--- src/rtl/if_fetch_stage.sv ---
// ----------------------------------------------------------------------------
// if_fetch_stage
//
// Instruction-fetch stage sitting directly after the PC register. It samples
// the PC, issues a word-aligned request to instruction memory, captures the
// returned word into the IF/ID pipeline register and pulses pc_advance so the
// upstream next-PC mux selects PC+4. Decode stall and branch flush are honoured;
// a one-entry skid buffer holds a response that arrives while IF/ID is blocked.
//
// Optional feature macro: FETCH_TIMEOUT_EN
//   defined   : a REQ that sees no ack for TIMEOUT_CYCLES cycles is abandoned,
//               NOP_INSTR is delivered instead and fetch_err becomes sticky.
//   undefined : REQ waits indefinitely, fetch_err is tied to 0.
//
// Ports:
//   clk, rst      : clock (rising edge), asynchronous active-high reset
//   pc_in         : current PC from the PC register
//   imem_req      : instruction memory request (registered)
//   imem_addr     : request address, PC with bits [1:0] cleared
//   imem_ack      : response valid, only looked at while imem_req=1
//   imem_rdata    : instruction word, valid with imem_ack
//   id_stall      : decode cannot accept a new IF/ID word this cycle
//   flush         : one-cycle branch/jump pulse, discards fetch state
//   if_id_instr   : IF/ID instruction word
//   if_id_pc4     : IF/ID fetch address + 4
//   if_id_valid   : IF/ID holds a valid instruction
//   pc_advance    : one-cycle pulse, next-PC mux selects PC+4
//   fetch_err     : sticky timeout flag
//   dbg_state     : current FSM state (IDLE=0, REQ=1, HOLD=2, ADV=3)
//
// Handshake: imem_req rises with a stable imem_addr and both stay unchanged
// until a rising edge where imem_ack=1; that edge completes the transfer and
// imem_req drops at it. Acks while imem_req=0 have no effect. On the IF/ID
// side a word is consumed at an edge where if_id_valid=1 and id_stall=0.
// ----------------------------------------------------------------------------
module if_fetch_stage #(
    parameter logic [31:0] NOP_INSTR      = 32'h0000_0000,
    parameter int unsigned TIMEOUT_CYCLES = 16
) (
    input  logic        clk,
    input  logic        rst,
    input  logic [31:0] pc_in,
    output logic        imem_req,
    output logic [31:0] imem_addr,
    input  logic        imem_ack,
    input  logic [31:0] imem_rdata,
    input  logic        id_stall,
    input  logic        flush,
    output logic [31:0] if_id_instr,
    output logic [31:0] if_id_pc4,
    output logic        if_id_valid,
    output logic        pc_advance,
    output logic        fetch_err,
    output logic [1:0]  dbg_state
);

    if (TIMEOUT_CYCLES < 2 || TIMEOUT_CYCLES > 255) begin : g_bad_timeout
        $error("TIMEOUT_CYCLES must be within 2..255");
    end

    typedef enum logic [1:0] {
        IDLE = 2'd0,
        REQ  = 2'd1,
        HOLD = 2'd2,
        ADV  = 2'd3
    } state_t;

    state_t      state;
    state_t      state_next;

    logic        flush_pending;
    logic [31:0] skid_instr;
    logic [31:0] skid_pc4;

    logic        timeout_hit;
    logic        resp;
    logic        discard;
    logic        slot_free;
    logic        load_mem;
    logic        load_skid;
    logic        to_hold;
    logic        consume;
    logic [31:0] resp_data;
    logic [31:0] addr_plus4;

`ifdef FETCH_TIMEOUT_EN
    localparam logic [7:0] TO_LAST = 8'(TIMEOUT_CYCLES - 1);

    logic [7:0] wait_cnt;

    // Counts REQ cycles without ack; held at 0 outside REQ so every REQ entry
    // starts from zero.
    always_ff @(posedge clk or posedge rst) begin
        if (rst) begin
            wait_cnt <= 8'd0;
        end else if (state != REQ) begin
            wait_cnt <= 8'd0;
        end else if (!imem_ack && !timeout_hit) begin
            wait_cnt <= wait_cnt + 8'd1;
        end
    end

    assign timeout_hit = (state == REQ) && !imem_ack && (wait_cnt == TO_LAST);
`else
    assign timeout_hit = 1'b0;
`endif

    // A timeout behaves exactly like an ack carrying NOP_INSTR.
    assign resp       = (state == REQ) && (imem_ack || timeout_hit);
    assign resp_data  = timeout_hit ? NOP_INSTR : imem_rdata;
    assign addr_plus4 = imem_addr + 32'd4;
    assign discard    = flush || flush_pending;
    assign slot_free  = !if_id_valid || !id_stall;
    assign load_mem   = resp && !discard && slot_free;
    assign to_hold    = resp && !discard && !slot_free;
    assign load_skid  = (state == HOLD) && !flush && !id_stall;
    assign consume    = if_id_valid && !id_stall;

    // ------------------------------------------------------------------
    // FSM state register
    // ------------------------------------------------------------------
    always_ff @(posedge clk or posedge rst) begin
        if (rst) begin
            state <= IDLE;
        end else begin
            state <= state_next;
        end
    end

    // ------------------------------------------------------------------
    // FSM next-state logic; flush outranks ack, stall and HOLD
    // ------------------------------------------------------------------
    always_comb begin
        state_next = state;
        unique case (state)
            IDLE: begin
                // On a flush stay here one more cycle so the branch target
                // is what gets sampled.
                if (!flush) state_next = REQ;
            end
            REQ: begin
                if (resp) begin
                    if (discard)        state_next = IDLE;
                    else if (slot_free) state_next = ADV;
                    else                state_next = HOLD;
                end
            end
            HOLD: begin
                if (flush)          state_next = IDLE;
                else if (!id_stall) state_next = ADV;
            end
            ADV: begin
                state_next = IDLE;
            end
            default: state_next = IDLE;
        endcase
    end

    assign dbg_state = state;

    // ------------------------------------------------------------------
    // Memory request side
    // ------------------------------------------------------------------
    always_ff @(posedge clk or posedge rst) begin
        if (rst) begin
            imem_req      <= 1'b0;
            imem_addr     <= 32'd0;
            flush_pending <= 1'b0;
        end else begin
            if (state == IDLE && !flush) begin
                imem_req  <= 1'b1;
                imem_addr <= pc_in & 32'hFFFF_FFFC;
            end else if (resp) begin
                imem_req <= 1'b0;
            end

            // An outstanding request cannot be cancelled, so a flush during
            // the wait is remembered and the eventual response dropped.
            if (resp) begin
                flush_pending <= 1'b0;
            end else if (state == REQ && flush) begin
                flush_pending <= 1'b1;
            end
        end
    end

    // ------------------------------------------------------------------
    // Skid buffer, IF/ID register and status outputs
    // ------------------------------------------------------------------
    always_ff @(posedge clk or posedge rst) begin
        if (rst) begin
            skid_instr  <= 32'd0;
            skid_pc4    <= 32'd0;
            if_id_instr <= 32'd0;
            if_id_pc4   <= 32'd0;
            if_id_valid <= 1'b0;
            pc_advance  <= 1'b0;
            fetch_err   <= 1'b0;
        end else begin
            if (to_hold) begin
                skid_instr <= resp_data;
                skid_pc4   <= addr_plus4;
            end else if (state == HOLD && flush) begin
                skid_instr <= 32'd0;
                skid_pc4   <= 32'd0;
            end

            if (load_mem) begin
                if_id_instr <= resp_data;
                if_id_pc4   <= addr_plus4;
            end else if (load_skid) begin
                if_id_instr <= skid_instr;
                if_id_pc4   <= skid_pc4;
            end

            // Flush clears, a new word beats consumption at the same edge.
            if (flush) begin
                if_id_valid <= 1'b0;
            end else if (load_mem || load_skid) begin
                if_id_valid <= 1'b1;
            end else if (consume) begin
                if_id_valid <= 1'b0;
            end

            pc_advance <= (state_next == ADV);

            if (timeout_hit) begin
                fetch_err <= 1'b1;
            end
        end
    end

endmodule

--- config.mk ---
export PLATFORM = sky130hd
export DESIGN_NAME = if_fetch_stage
export DESIGN_NICKNAME = d
export VERILOG_FILES = /design/src/rtl/if_fetch_stage.sv
export SDC_FILE = /design/constraint.sdc
export NUM_CORES = 1
export LEC_CHECK = 0
export CAP_MARGIN = 20
export CORE_MARGIN = 8
export CORE_UTILIZATION = 40
export DETAILED_ROUTE_END_ITERATION = 8
export HOLD_SLACK_MARGIN = 0.06
export PLACE_DENSITY = 0.67
export SLEW_MARGIN = 20
export SYNTH_ARGS = -nofsm -noshare
export SYNTH_HDL_FRONTEND = slang
export SYNTH_SLANG_ARGS = --single-unit
--- constraint.sdc ---
create_clock -name clk -period 11.2 [get_ports clk]
set_clock_uncertainty 0.2 [all_clocks]
set_input_delay 1.12 -clock clk [delete_from_list [all_inputs] [get_ports clk]]
set_output_delay 1.12 -clock clk [all_outputs]
set_load 0.1 [all_outputs]
## Yosys cells after proc, flatten, opt, wreduce, memory -nomap -nowiden

Index checks and enable logic that the tools add are counted.

- Flip-flop bits (word level): 164
- Input port bits: 69
- Output and inout bits: 102

- $add $sub $neg: 1
- Equal/unequal tests: 4
- Muxes and demuxes: 21
- Reductions and logical operators: 24

Operator list:

| operator | number |
|---|---|
| $mux 32 | 7 |
| $add 32x3->32 const B | 1 |
| $logic_and 1x1->1 | 10 |
| $mux 2 | 5 |
| $mux 1 | 8 |
| $pmux 2 s4 | 1 |
| $reduce_bool 2->1 | 4 |
| $eq 2x2->1 const B | 3 |
| $logic_not 1->1 | 5 |
| $logic_or 1x1->1 | 3 |
| $reduce_bool 3->1 | 1 |
| $eq 2x1->1 const B | 1 |
| $logic_not 2->1 | 1 |

## Logic depth before layout (Yosys ltp)

- Word-level depth: 7
- Mapped depth: 8
- Mapped depth without buffers: 6

## Least setup slack after synthesis

OpenSTA, ideal clock, no wires.

- Kind: register to register
- Start point: register imem_addr[2]
- End point: register if_id_pc4[30]
- Library setup time: 0.131 ns
- Data arrival time: 2.502 ns
- Data required time: 10.869 ns
- Setup slack: 8.368 ns
- Cell stages (with the launch flop): 7
- Buffers on the path: 0
- Period minus slack after synthesis: 2.832 ns
- Cell sequence: dfrtp_1 -> ha_1 -> nand3_2 -> or4_4 -> nor3b_2 -> xnor2_1 -> a21oi_1

- Longest elaborated chain between the ends: 2

Ends and longest elaborated chain:

| what | RTL line | text |
|---|---|---|
| from (decl) | 44 | `output logic [31:0] imem_addr,` |
| from (signal assigned) | 172 | `imem_addr <= pc_in & 32'hFFFF_FFFC;` |
| $add 32x3->32 | 111 | `assign addr_plus4 = imem_addr + 32'd4;` |
| $mux 32 | 208 | `if (load_mem) begin` |
| to (signal assigned) | 210 | `if_id_pc4 <= addr_plus4;` |
| to (signal assigned) | 213 | `if_id_pc4 <= skid_pc4;` |
| to (decl) | 50 | `output logic [31:0] if_id_pc4,` |

No other way between the ends.
A chain may end at the register's enable or synchronous reset.

## Worst setup path in the final report

- Start point: input port flush
- End point: register if_id_instr[23]

- Longest elaborated chain between the ends: 5
- Elaborated cells on any way between the ends: 9
- Those cells by class: mux (1); reduce/logical (8)

Ends and longest elaborated chain:

| what | RTL line | text |
|---|---|---|
| from (decl) | 48 | `input logic flush,` |
| $logic_or 1x1->1 | 112 | `assign discard = flush \|\| flush_pending;` |
| $logic_not 1->1 | 114 | `assign load_mem = resp && !discard && slot_free;` |
| $logic_and 1x1->1 (2 in a row) | 114 |  |
| $mux 32 / $reduce_bool 2->1 (equally long branches) | - |  |
| to (signal assigned) | 209 | `if_id_instr <= resp_data;` |
| to (signal assigned) | 212 | `if_id_instr <= skid_instr;` |
| to (decl) | 49 | `output logic [31:0] if_id_instr,` |

Several ways; a longest one is shown, not always the timed one.

==> impl_metrics.py <==
metrics = {
    "clocking": {
        "cts-buffers-inserted": 17,
        "clk_pin_slew_ns": 0.06,
        "htreeDepth": 4,
        "cts_buffer_depth": 2,
        "cts.sinks": 160,
        "cts_resized": 0,
        "holdBufCountCts": 0,
        "cts_setup_buffers": 0,
        "cts-root-buf": "clkbuf_16",
        "insertion_delay_ns": 0.41,
        "cts_tree": "done",
    },
    "yosys": {
        "synth_seq_area_share": 0.5777,
        "netlist.area_leader.share": 0.5777,
        "syn_avg_cell_area_sq_um": 11.69,
        "yosysMostFrequentCell": "dfrtp_1",
        "synth-main-ff-cell": "dfrtp_1",
        "synth_warnings": 0,
        "synthCells": 593,
        "ys_types": 40,
        "syn-cell-area_sq_mm": 0.006930,
        "post_synth_main_area_contributors": "dfrtp_1 58%, a22o_1 8.3%, mux2_2 4.5%, a21o_1 3.7%, a211oi_1 3.1%",
        "synth_edf_count": 0,
        "async_flop_share": 1.000,
        "ys_ff_latch": 160,
        "synth.largest_area_cell": "dfrtp_1",
        "yosys-top-cells-count": "160 x dfrtp_1, 66 x a22o_1, 46 x nand2_1, 34 x a21o_1, 31 x a21oi_1",
    },
    "route": {
        "num_vias": 5280,
        "viasPerCell": 5.382,
        "routed_wl_mm": 18.00,
        "firstDrtPassIters": 6,
        "drc": 0,
        "avgRoutedWirePerCell_um": 18.35,
        "drtAntennaViolNets": 0,
        "drtIter0Drc": 384,
    },
    "die": {
        "rows": 48,
        "die_area_sq_mm": 0.02179,
        "die_x_um": 147.6,
        "core_sq_mm": 0.01712,
        "initial_utilization": 0.4049,
        "ios": 171,
        "die_y_um": 147.6,
    },
    "worst_setup_path": {
        "end_kind": "flip-flop",
        "r2r_setup_slack_ns": 8.04,
        "max_stage_delay_ns": 0.74,
        "rr_startpoint": "dbg_state[1]",
        "cp-startpoint": "flush",
        "setup.worst_path.end": "if_id_instr[23]",
        "reg2reg_depth": 7,
        "slowest_stage": "buf_4",
        "rr_endpoint": "if_id_instr[23]",
        "worstPathArrival_ns": 4.02,
        "startpoint_type": "primary input",
        "cp_cell_sequence": "clkdlybuf4s50_1 -> or3_1 -> a21oi_4 -> buf_4 -> nor2_2 -> buf_4 -> a21o_1",
        "crit_top_cell": "buf_4",
        "critical_path_class": "in2reg",
        "required_ns": 11.29,
        "crit_fanout": 90,
    },
    "grt": {
        "grt_pass1_vias": 5492,
        "overflow": 0,
        "grt_usage": 0.1673,
        "antenna_found_initial": 0,
        "grt_pass1_wl_mm": 29.50,
        "grt_max_degree": 91,
    },
    "sta": {
        "setup_tns_ns": 0,
        "hold_violations": 0,
        "max-slew-margin-rel": 0.3037,
        "clock.fmax_mhz": 254.8,
        "setup_violations": 0,
        "finalCriticalPeriod_ns": 3.925,
        "post-route-period-util": 0.3505,
        "rsz0062_at_grt": "no",
        "tightestPinTransition_ns": 1.041,
        "maxSlewViolCount": 0,
    },
    "final_layout": {
        "nets": 813,
        "drive_gt1_frac": 0.1071,
        "n_antenna_cell": 0,
        "area_growth_pct": 34.77,
    },
    "placed_design": {
        "hpwl_mm": 12.09,
        "place.gp.congestion": 0.8028,
        "port_buffers": 163,
    },
    "hold_path": {
        "hold_class": "reg2reg",
    },
    "run_status": {
        "status": "completed",
    },
    "run": {
        "drv_cap": 0,
    },
}
stage by stage:
step,std cells,setup slack (ns),area (sq um),hold slack [ns],util
final,981,7.275,9340,0.2736,0.5457
after global routing,981,7.131,9340,0.2815,0.5457
after detailed placement,949,6.869,8756,0.2646,0.5116
after global placement,949,6.959,8751,0.2570,0.5113
after floorplan,597,5.560,6945,0.2503,-
after CTS,981,7.335,9340,0.2781,0.5457
cells by family (layout without fill, tap and decap cells):
group                      count (synthesis)  count (layout)  synth area share
AOI/OAI and AO/OA                        197             197            0.2036
DFF                                      160             160            0.5777
and+or+nand+nor                          128             128            0.1020
buffers and inverters                     50             209           0.03340
xor gates and xnor gates                  28              28           0.03538
muxes                                     28              28           0.04550
adders and majority gates                  1               1          0.001805
other                                      1               5         0.0005411
flip-flops by register name, summed over array words and instances, names as in the netlist:
| name | count |
|---|---|
| pc_advance | 1 |
| skid_instr | 32 |
| flush_pending | 1 |
| if_id_valid | 1 |
| if_id_pc4 | 30 |
| imem_addr | 30 |
| dbg_state | 2 |
| if_id_instr | 32 |
| imem_req | 1 |
| skid_pc4 | 30 |
worst max-delay path, delay by kind of cell:
kind	cells	cell delay [ns]
AND/OR/NAND/NOR	2	0.75
AO/OA/AOI/OAI	2	0.33
buffers and inverters	3	1.72
cell usage in the layout (no fill, tap or decap), types with 7 or more instances in the layout:
| cell | instances |
|---|---|
| clkdlybuf4s50_1 | 163 |
| dfrtp_1 | 160 |
| a22o_1 | 66 |
| nand2_1 | 46 |
| a21o_1 | 34 |
| a21oi_1 | 31 |
| o21ai_0 | 29 |
| a211oi_1 | 29 |
| mux2_2 | 28 |
| nor2b_1 | 28 |
| xor2_1 | 17 |
| clkbuf_16 | 17 |
| xnor2_1 | 11 |
| nor2_1 | 9 |
| nand4_1 | 8 |
| buf_4 | 8 |
| nand3_1 | 7 |
routing by layer:
| metal | track usage | part of all wire | vias to the layer above |
|---|---|---|---|
| li1 | - | - | 2463 |
| met2 | 0.2612 | 0.46 | 172 |
| met5 | 0 | 0 | - |
| met4 | 0.05762 | 0.018 | 0 |
| met1 | 0.2156 | 0.45 | 2620 |
| met3 | 0.05319 | 0.075 | 25 |
final cells by class:
class / count / area (sq um)
Fill cell: 1457 / 7776
Sequential cell: 160 / 4004
Multi-Input combinational cell: 387 / 2751
Timing Repair Buffer: 171 / 1692
Clock buffer: 23 / 478.0
Tap cell: 225 / 281.5
Clock inverter: 9 / 106.4
Inverter: 6 / 27.53
worst min path at each step:
stage | slack [ns] | end | startpoint | depth (start not counted)
detailed placement | 0.26 | if_id_instr[15] | if_id_instr[15] | 1
global placement | 0.26 | if_id_instr[12] | if_id_instr[12] | 1
CTS | 0.28 | if_id_instr[15] | if_id_instr[15] | 1
floorplan | 0.25 | skid_pc4[2] | skid_pc4[2] | 2
finish | 0.27 | if_id_instr[30] | if_id_instr[30] | 1
global route | 0.28 | if_id_instr[15] | if_id_instr[15] | 1
Power is left out: the tool's default activity adds up to more than one toggle a clock period on the data nets, which glitch-free logic cannot reach.
